<file path="src/rtl/fetch_stage.sv">
// Fetch stage and IF/ID register: PC sequencing, ready-handshake imem requests, redirects, stall/flush.
// Optional perf counters are built when FETCH_PERF_CNT_EN is defined.
module fetch_stage #(
    parameter logic [31:0] RESET_PC     = 32'h0000_0000,
    parameter logic [31:0] BUBBLE_INSTR = 32'hE000_0000
) (
    input  logic        clk,
    input  logic        reset,
    input  logic        StallF,
    input  logic        StallD,
    input  logic        FlushD,
    input  logic        BranchTakenE,
    input  logic [31:0] ALUResultE,
    input  logic        PCSrcW,
    input  logic [31:0] ResultW,
    output logic        imem_req,
    output logic [31:0] imem_addr,
    input  logic        imem_ready,
    input  logic [31:0] imem_rdata,
    output logic [31:0] PCF,
    output logic [31:0] InstrD,
    output logic [31:0] PCPlus8D,
    output logic        ValidD,
    output logic [31:0] FetchCount,
    output logic [31:0] BubbleCount
);
    typedef enum logic [1:0] {S_FETCH, S_WAIT, S_DROP} state_t;

    state_t      state_q, state_d;
    logic [31:0] pc_q, pc_d, req_addr_q, req_addr_d;
    logic [31:0] instr_q, instr_d, pc8_q, pc8_d;
    logic        valid_q, valid_d;
    logic        skid_valid_q, skid_valid_d;
    logic [31:0] skid_instr_q, skid_instr_d, skid_pc8_q, skid_pc8_d;
    logic        discard_q, discard_d;
    logic        redirect, req, accept_good;
    logic [31:0] redirect_pc, addr;

    always_comb begin
        redirect    = BranchTakenE | PCSrcW;
        redirect_pc = (BranchTakenE ? ALUResultE : ResultW) & ~32'h3;
        req         = 1'b0;
        addr        = pc_q;
        accept_good = 1'b0;
        state_d     = state_q;
        req_addr_d  = req_addr_q;
        case (state_q)
            S_FETCH: begin
                req = ~StallF & ~StallD & ~redirect & ~skid_valid_q & ~discard_q;
                if (req) begin
                    req_addr_d = pc_q;
                    if (imem_ready) accept_good = 1'b1;
                    else            state_d     = S_WAIT;
                end
            end
            S_WAIT: begin
                req  = 1'b1;
                addr = req_addr_q;
                if (imem_ready) begin
                    state_d     = S_FETCH;
                    accept_good = ~redirect;
                end else if (redirect) begin
                    state_d = S_DROP;
                end
            end
            S_DROP: begin
                req  = 1'b1;
                addr = req_addr_q;
                if (imem_ready) state_d = S_FETCH;
            end
            default: state_d = S_FETCH;
        endcase
        if (reset) req = 1'b0;

        if (redirect)         pc_d = redirect_pc;
        else if (accept_good) pc_d = pc_q + 32'd4;
        else                  pc_d = pc_q;

        // A reset that lands while a response is still owed must swallow that late response.
        discard_d = reset & ((state_q != S_FETCH) | discard_q) & ~imem_ready;
    end

    always_comb begin
        instr_d      = instr_q;
        pc8_d        = pc8_q;
        valid_d      = valid_q;
        skid_valid_d = skid_valid_q;
        skid_instr_d = skid_instr_q;
        skid_pc8_d   = skid_pc8_q;
        if (FlushD) begin
            instr_d      = BUBBLE_INSTR;
            pc8_d        = '0;
            valid_d      = 1'b0;
            skid_valid_d = 1'b0;
        end else if (StallD) begin
            // Only a WAIT completion can arrive under StallD; park it until Decode frees up.
            if (redirect) begin
                skid_valid_d = 1'b0;
            end else if (accept_good) begin
                skid_valid_d = 1'b1;
                skid_instr_d = imem_rdata;
                skid_pc8_d   = addr + 32'd8;
            end
        end else if (skid_valid_q && !redirect) begin
            instr_d      = skid_instr_q;
            pc8_d        = skid_pc8_q;
            valid_d      = 1'b1;
            skid_valid_d = 1'b0;
        end else if (accept_good) begin
            instr_d = imem_rdata;
            pc8_d   = addr + 32'd8;
            valid_d = 1'b1;
        end else begin
            instr_d      = BUBBLE_INSTR;
            pc8_d        = '0;
            valid_d      = 1'b0;
            skid_valid_d = 1'b0;
        end
    end

    always_ff @(posedge clk) begin
        discard_q <= discard_d;
        if (reset) begin
            state_q      <= S_FETCH;
            pc_q         <= RESET_PC & ~32'h3;
            req_addr_q   <= RESET_PC & ~32'h3;
            instr_q      <= BUBBLE_INSTR;
            pc8_q        <= '0;
            valid_q      <= 1'b0;
            skid_valid_q <= 1'b0;
            skid_instr_q <= '0;
            skid_pc8_q   <= '0;
        end else begin
            state_q      <= state_d;
            pc_q         <= pc_d;
            req_addr_q   <= req_addr_d;
            instr_q      <= instr_d;
            pc8_q        <= pc8_d;
            valid_q      <= valid_d;
            skid_valid_q <= skid_valid_d;
            skid_instr_q <= skid_instr_d;
            skid_pc8_q   <= skid_pc8_d;
        end
    end

    assign imem_req  = req;
    assign imem_addr = addr & ~32'h3;
    assign PCF       = pc_q;
    assign InstrD    = instr_q;
    assign PCPlus8D  = pc8_q;
    assign ValidD    = valid_q;

`ifdef FETCH_PERF_CNT_EN
    logic [31:0] fetch_cnt_q, fetch_cnt_d, bubble_cnt_q, bubble_cnt_d;

    always_comb begin
        fetch_cnt_d  = fetch_cnt_q + {31'd0, ~FlushD & ~StallD & valid_d};
        bubble_cnt_d = bubble_cnt_q + {31'd0, FlushD | (~StallD & ~valid_d)};
    end

    always_ff @(posedge clk) begin
        if (reset) begin
            fetch_cnt_q  <= '0;
            bubble_cnt_q <= '0;
        end else begin
            fetch_cnt_q  <= fetch_cnt_d;
            bubble_cnt_q <= bubble_cnt_d;
        end
    end

    assign FetchCount  = fetch_cnt_q;
    assign BubbleCount = bubble_cnt_q;
`else
    assign FetchCount  = '0;
    assign BubbleCount = '0;
`endif
endmodule

</file>
<file path="config.mk">
export PLATFORM = sky130hd
export DESIGN_NAME = fetch_stage
export DESIGN_NICKNAME = d
export VERILOG_FILES = /design/src/rtl/fetch_stage.sv
export SDC_FILE = /design/constraint.sdc
export NUM_CORES = 1
export LEC_CHECK = 0
export BUFFER_PORTS_ARGS = -buffer_cell sky130_fd_sc_hd__buf_4
export CAP_MARGIN = 20
export CORE_ASPECT_RATIO = 1.1
export CORE_UTILIZATION = 57
export CTS_CLUSTER_DIAMETER = 50
export DETAILED_ROUTE_END_ITERATION = 10
export PLACE_DENSITY = 0.86
export SYNTH_ARGS = -nofsm -noshare
export SYNTH_HDL_FRONTEND = slang
export SYNTH_SLANG_ARGS = --single-unit
</file>
<file path="constraint.sdc">
create_clock -name clk -period 6.3 [get_ports clk]
set_clock_uncertainty 0.1 [all_clocks]
set_input_delay 0.945 -clock clk [delete_from_list [all_inputs] [get_ports clk]]
set_output_delay 0.945 -clock clk [all_outputs]
set_load 0.05 [all_outputs]
</file>
## After elaboration in Yosys (flattened, before gate mapping)

Cells that the tools add are included.

| word-level totals | value |
|---|---|
| register bits after elaboration | 197 |
| bits of input ports | 104 |
| output and inout bits | 194 |
| logic and storage cells | 75 |

| cells by class | value |
|---|---|
| $add $sub $neg | 2 |
| equal/unequal tests | 8 |
| multiplexer cells | 27 |
| bitwise operators | 15 |
| reductions and logical operators | 12 |

Operators with widths:

| kind | count |
|---|---|
| 32-bit two-way mux | 8 |
| 32-bit by 3-bit adder with 32-bit output (second input constant) | 1 |
| 32-bit by 4-bit adder with 32-bit output (second input constant) | 1 |
| 1-bit two-way mux | 11 |
| 2-bit two-way mux | 5 |
| 4-bit AND reduction | 2 |
| 1-bit NOT | 7 |
| 1-bit AND | 6 |
| 2-bit != test (second input constant) | 3 |
| 2-bit case mux with 3 select lines | 1 |
| 2-bit OR reduction | 3 |
| 1-bit case mux with 2 select lines | 2 |
| 2-bit AND reduction | 2 |
| 2-bit nonzero test | 2 |
| 3-bit by 1-bit != test with 1-bit output (second input constant) | 1 |
| 3-bit by 2-bit != test with 1-bit output (second input constant) | 1 |
| 3-bit != test (second input constant) | 1 |
| 2-bit by 1-bit == test with 1-bit output (second input constant) | 1 |
| 2-bit == test (second input constant) | 1 |
| 2-bit zero test | 1 |
| 1-bit OR | 2 |
| 1-bit logical AND | 1 |
| 1-bit zero test | 1 |

## Longest topological paths before layout

| depth | value |
|---|---|
| depth after elaboration | 10 |
| depth in mapped cells | 14 |
| gate-level depth less buffers | 10 |

## Worst setup path after synthesis

OpenSTA, ideal clock, no wires.

| timing path | value |
|---|---|
| path type | input-to-output |
| start point | in StallD |
| end point | out imem_req |
| data arrival time | 2642 ps |
| required time | 5255 ps |
| setup slack | 2613 ps |
| stages | 5 |
| path buffers | 1 |
| cell sequence | nor3_1 and3_1 clkbuf_1 nor2_1 nor3_1 |

| on the way | value |
|---|---|
| longest elaborated chain between the ends | 7 |

Ends and longest elaborated chain:

| element | RTL line | RTL |
|---|---|---|
| start, declared | 10 | `input logic StallD,` |
| 1-bit NOT | 49 | `req = ~StallF & ~StallD & ~redirect & ~skid_valid_q & ~discard_q;` |
| 1-bit AND (4 in a row) | 49 |  |
| 1-bit case mux with 2 select lines | 47 | `case (state_q)` |
| 1-bit two-way mux | 73 | `if (reset) req = 1'b0;` |
| end, declared | 16 | `output logic imem_req,` |

No other way between the ends.

## Final worst setup path

| timing path | value |
|---|---|
| start point | reg state_q[1] |
| end point | reg pc8_q[23], in the netlist PCPlus8D[23] |

| on the way | value |
|---|---|
| longest elaborated chain between the ends | 6 |
| elaborated cells between the ends (all ways) | 9 |
| those cells by class | add/sub (1); eq/ne (2); mux (4); reduce/logical (2) |

Ends and longest elaborated chain:

| element | RTL line | RTL |
|---|---|---|
| start, declared | 29 | `state_t state_q, state_d;` |
| start signal, assigned | 134 | `state_q <= state_d;` |
| 2-bit == test or 2-bit by 1-bit == test with 1-bit output (tied branches) | 47 |  |
| 2-bit OR reduction (no line) | -- |  |
| 32-bit two-way mux | 47 |  |
| 32-bit by 4-bit adder with 32-bit output | 111 | `pc8_d = addr + 32'd8;` |
| 32-bit two-way mux * | 109 | `end else if (accept_good) begin` |
| 32-bit two-way mux * | 104 | `end else if (skid_valid_q && !redirect) begin` |
| end signal, assigned | 138 | `pc8_q <= pc8_d;` |
| end, declared | 31 | `logic [31:0] instr_q, instr_d, pc8_q, pc8_d;` |

Mark *: on every way between the ends. The rest lies on a longest branch, timed or not.
A chain may end at the register's enable or synchronous reset.

==> out/metrics.csv <==
metric,value,unit
status,completed,
holdPathStages,2,
critPathArrivalTime,4.46,ns
postRouteAntennaNets,0,
synth_cells,1323,
finalWorstSetupSlack,2.13,ns
clock_latency,0.44,ns
power.switching,1.08,mW
die_x,131,um
synth.largest_area_cell,dfxtp_1,
syn_area,10400,um^2
clkTransAtPathRegs,0.08,ns
synth-seq-cells,189,
num_antenna_cells,0,
setup_viol,0,
pre_cts_ws,2.20,ns
reg2reg_depth,11,
p_comb_frac,0.228,
cts_resized,0,
syn_area_per_cell,7.87,um^2
peakVddDrop,0.210,mV
hold_viol_final,0,
core-area,17800,um^2
ys.flop_type,dfxtp_1,
p_int,2.05,mW
wl,31200,um
p_clk_frac,0.368,
gp_congestion,0.959,
die_y,144,um
grt_start_max_net_pins,69,
synth.yosys.warnings,0,
cts_setup_buffers,0,
cp-start-kind,flip-flop,
layout-drive-gt1-share,0.211,
ioPinCount,298,
initial_core_util,0.585,
overflow,0,
firstDrtPassIters,6,
timing.final.crit_share,0.662,
drv_slew,0,
ctsHoldBuffers,0,
seq_area_frac_synth,0.363,
layout_common_cells,"buf_4, dfxtp_1, nand2_1",
p_leak,4.92,nW
hold_class,flip-flop to flip-flop,
fin_nets,1581,
port_buffers,223,
postSynth.asyncResetShare,0,
worstMarginPinSlew,0.949,ns
rsz0062_at_grt,false,
crit_type,flip-flop to flip-flop,
numCtsBuffers,17,
relSlewSlack,0.350,
grt_first_pass_wirelength,48500,um
first_iter_violations,841,
vias,10649,
critPathMaxFanout,40,
yosys-top-cells-area,"dfxtp_1, nand2_1, a21oi_1",
antenna_found_initial,0,
crit_required,6.59,ns
p_per_area,252,nW/um^2
cts_sinks,189,
cp-end-kind,flip-flop,
synth_edf_count,0,
std_cell_rows,51,
cts_max_level,4,
final_common_cell,buf_4,
synth_top_area_frac,0.363,
track_usage,0.328,
root_buffer,clkbuf_16,
drv_cap,0,
dpl.hpwl,21000,um
clock_path_buffers,2,
die-area,18800,um^2
drc_errors,0,
pwr-share-seq,0.404,
fmax,240,MHz
grt_pass1_vias,9646,
fin_setup_tns,0,ns
wl_per_cell,18.1,um
cts_tree,done,
area_growth,19.5,%
synth_cell_type_count,82,
p_sw_frac,0.346,
fin_crit,4.17,ns
post_drt_via_cell_ratio,6.18,
cell families after synthesis:
kind of cell             Yosys count  share of synthesized area
buffers and inverters            208                      0.105
flip-flops                       189                      0.363
multiplexers                      34                     0.0345
XOR/XNOR                          11                    0.00925
adder cells (fa/ha/maj)            6                    0.00721
other                              1                   0.000360
AO/OA/AOI/OAI                    348                      0.228
AND/OR/NAND/NOR                  526                      0.253
critical path, stage by stage, from the launching register on:
cell,delay (ns)
dfxtp_1,0.38
inv_1,0.08
ha_2,0.84
buf_4,0.41
mux2i_1,0.17
inv_1,0.11
ha_1,0.17
inv_1,0.10
a21oi_2,0.27
nand4_1,0.64
or4_1,0.73
nand3_1,0.10
power by group through the flow:
stage | clock network, mW | logic (mW) | registers, mW
floorplan | 0 | 0.482 | 1.36
global placement | 0 | 0.698 | 1.29
detailed placement | 0 | 0.707 | 1.29
CTS | 1.17 | 0.709 | 1.26
global route | 1.21 | 0.758 | 1.27
finish | 1.15 | 0.716 | 1.27
per-layer routing:
metal,track usage,share of wire
met1,0.407,0.39
met2,0.545,0.48
met3,0.0648,0.089
met4,0.147,0.032
met5,0,0
final timing paths:
path	startpoint	to	slack (ns)
worst max-delay path	state_q[1]$_SDFFE_PP0P_	PCPlus8D[23]$_SDFFE_PP0N_	2.13
worst min-delay path	skid_instr_q[15]$_SDFFE_PP0P_	skid_instr_q[15]$_SDFFE_PP0P_	0.36
worst max register to register	state_q[1]$_SDFFE_PP0P_	PCPlus8D[23]$_SDFFE_PP0N_	2.13
worst min register to register	skid_instr_q[15]$_SDFFE_PP0P_	skid_instr_q[15]$_SDFFE_PP0P_	0.36
cell usage after synthesis (all sizes together), types with 5 or more instances:
cell type / instances
o21ai: 42
a22oi: 16
mux2: 15
ha: 6
o311ai: 11
o22ai: 6
mux2i: 19
and2: 6
and3: 11
nand3b: 8
clkbuf: 77
o211ai: 13
nand3: 63
a21o: 7
o31ai: 10
and4: 11
a21oi: 118
nand4b: 7
or4: 6
nor2: 83
nand4: 26
nor3: 55
a2111oi: 6
nand2b: 5
buf: 101
a22o: 5
a211oi: 6
a221oi: 41
xnor2: 9
nor4: 12
nand2: 188
or2: 6
o2111ai: 16
or3: 20
inv: 28
dfxtp: 189
o21a: 6
a31oi: 14
state kept, by name, indices dropped and copies added, names as in the netlist:
register,flops
InstrD,32
skid_instr_q,32
PCF,30
PCPlus8D,30
req_addr_q,30
skid_pc8_q,30
state_q,2
ValidD,1
discard_q,1
skid_valid_q,1
through the flow:
step                       util  hold slack [ns]  cells  area, um^2  total power, mW
after floorplan               -            0.333   1392       10700             1.84
final                     0.699            0.358   1722       12400             3.14
after global placement    0.662            0.340   1689       11800             1.99
after detailed placement  0.663            0.346   1690       11800             2.00
after CTS                 0.699            0.356   1722       12400             3.14
after global routing      0.699            0.375   1722       12400             3.24
final cells by class:
class | instances | area, um^2
clock buffers | 17 | 425
clock inverters | 15 | 214
fillers | 1454 | 5360
inverters | 30 | 113
multi-input cells | 995 | 5820
flip-flops and latches | 189 | 3780
well taps | 238 | 298
repair buffers | 238 | 1790
Note: power is estimated with default switching activity, not from simulation.
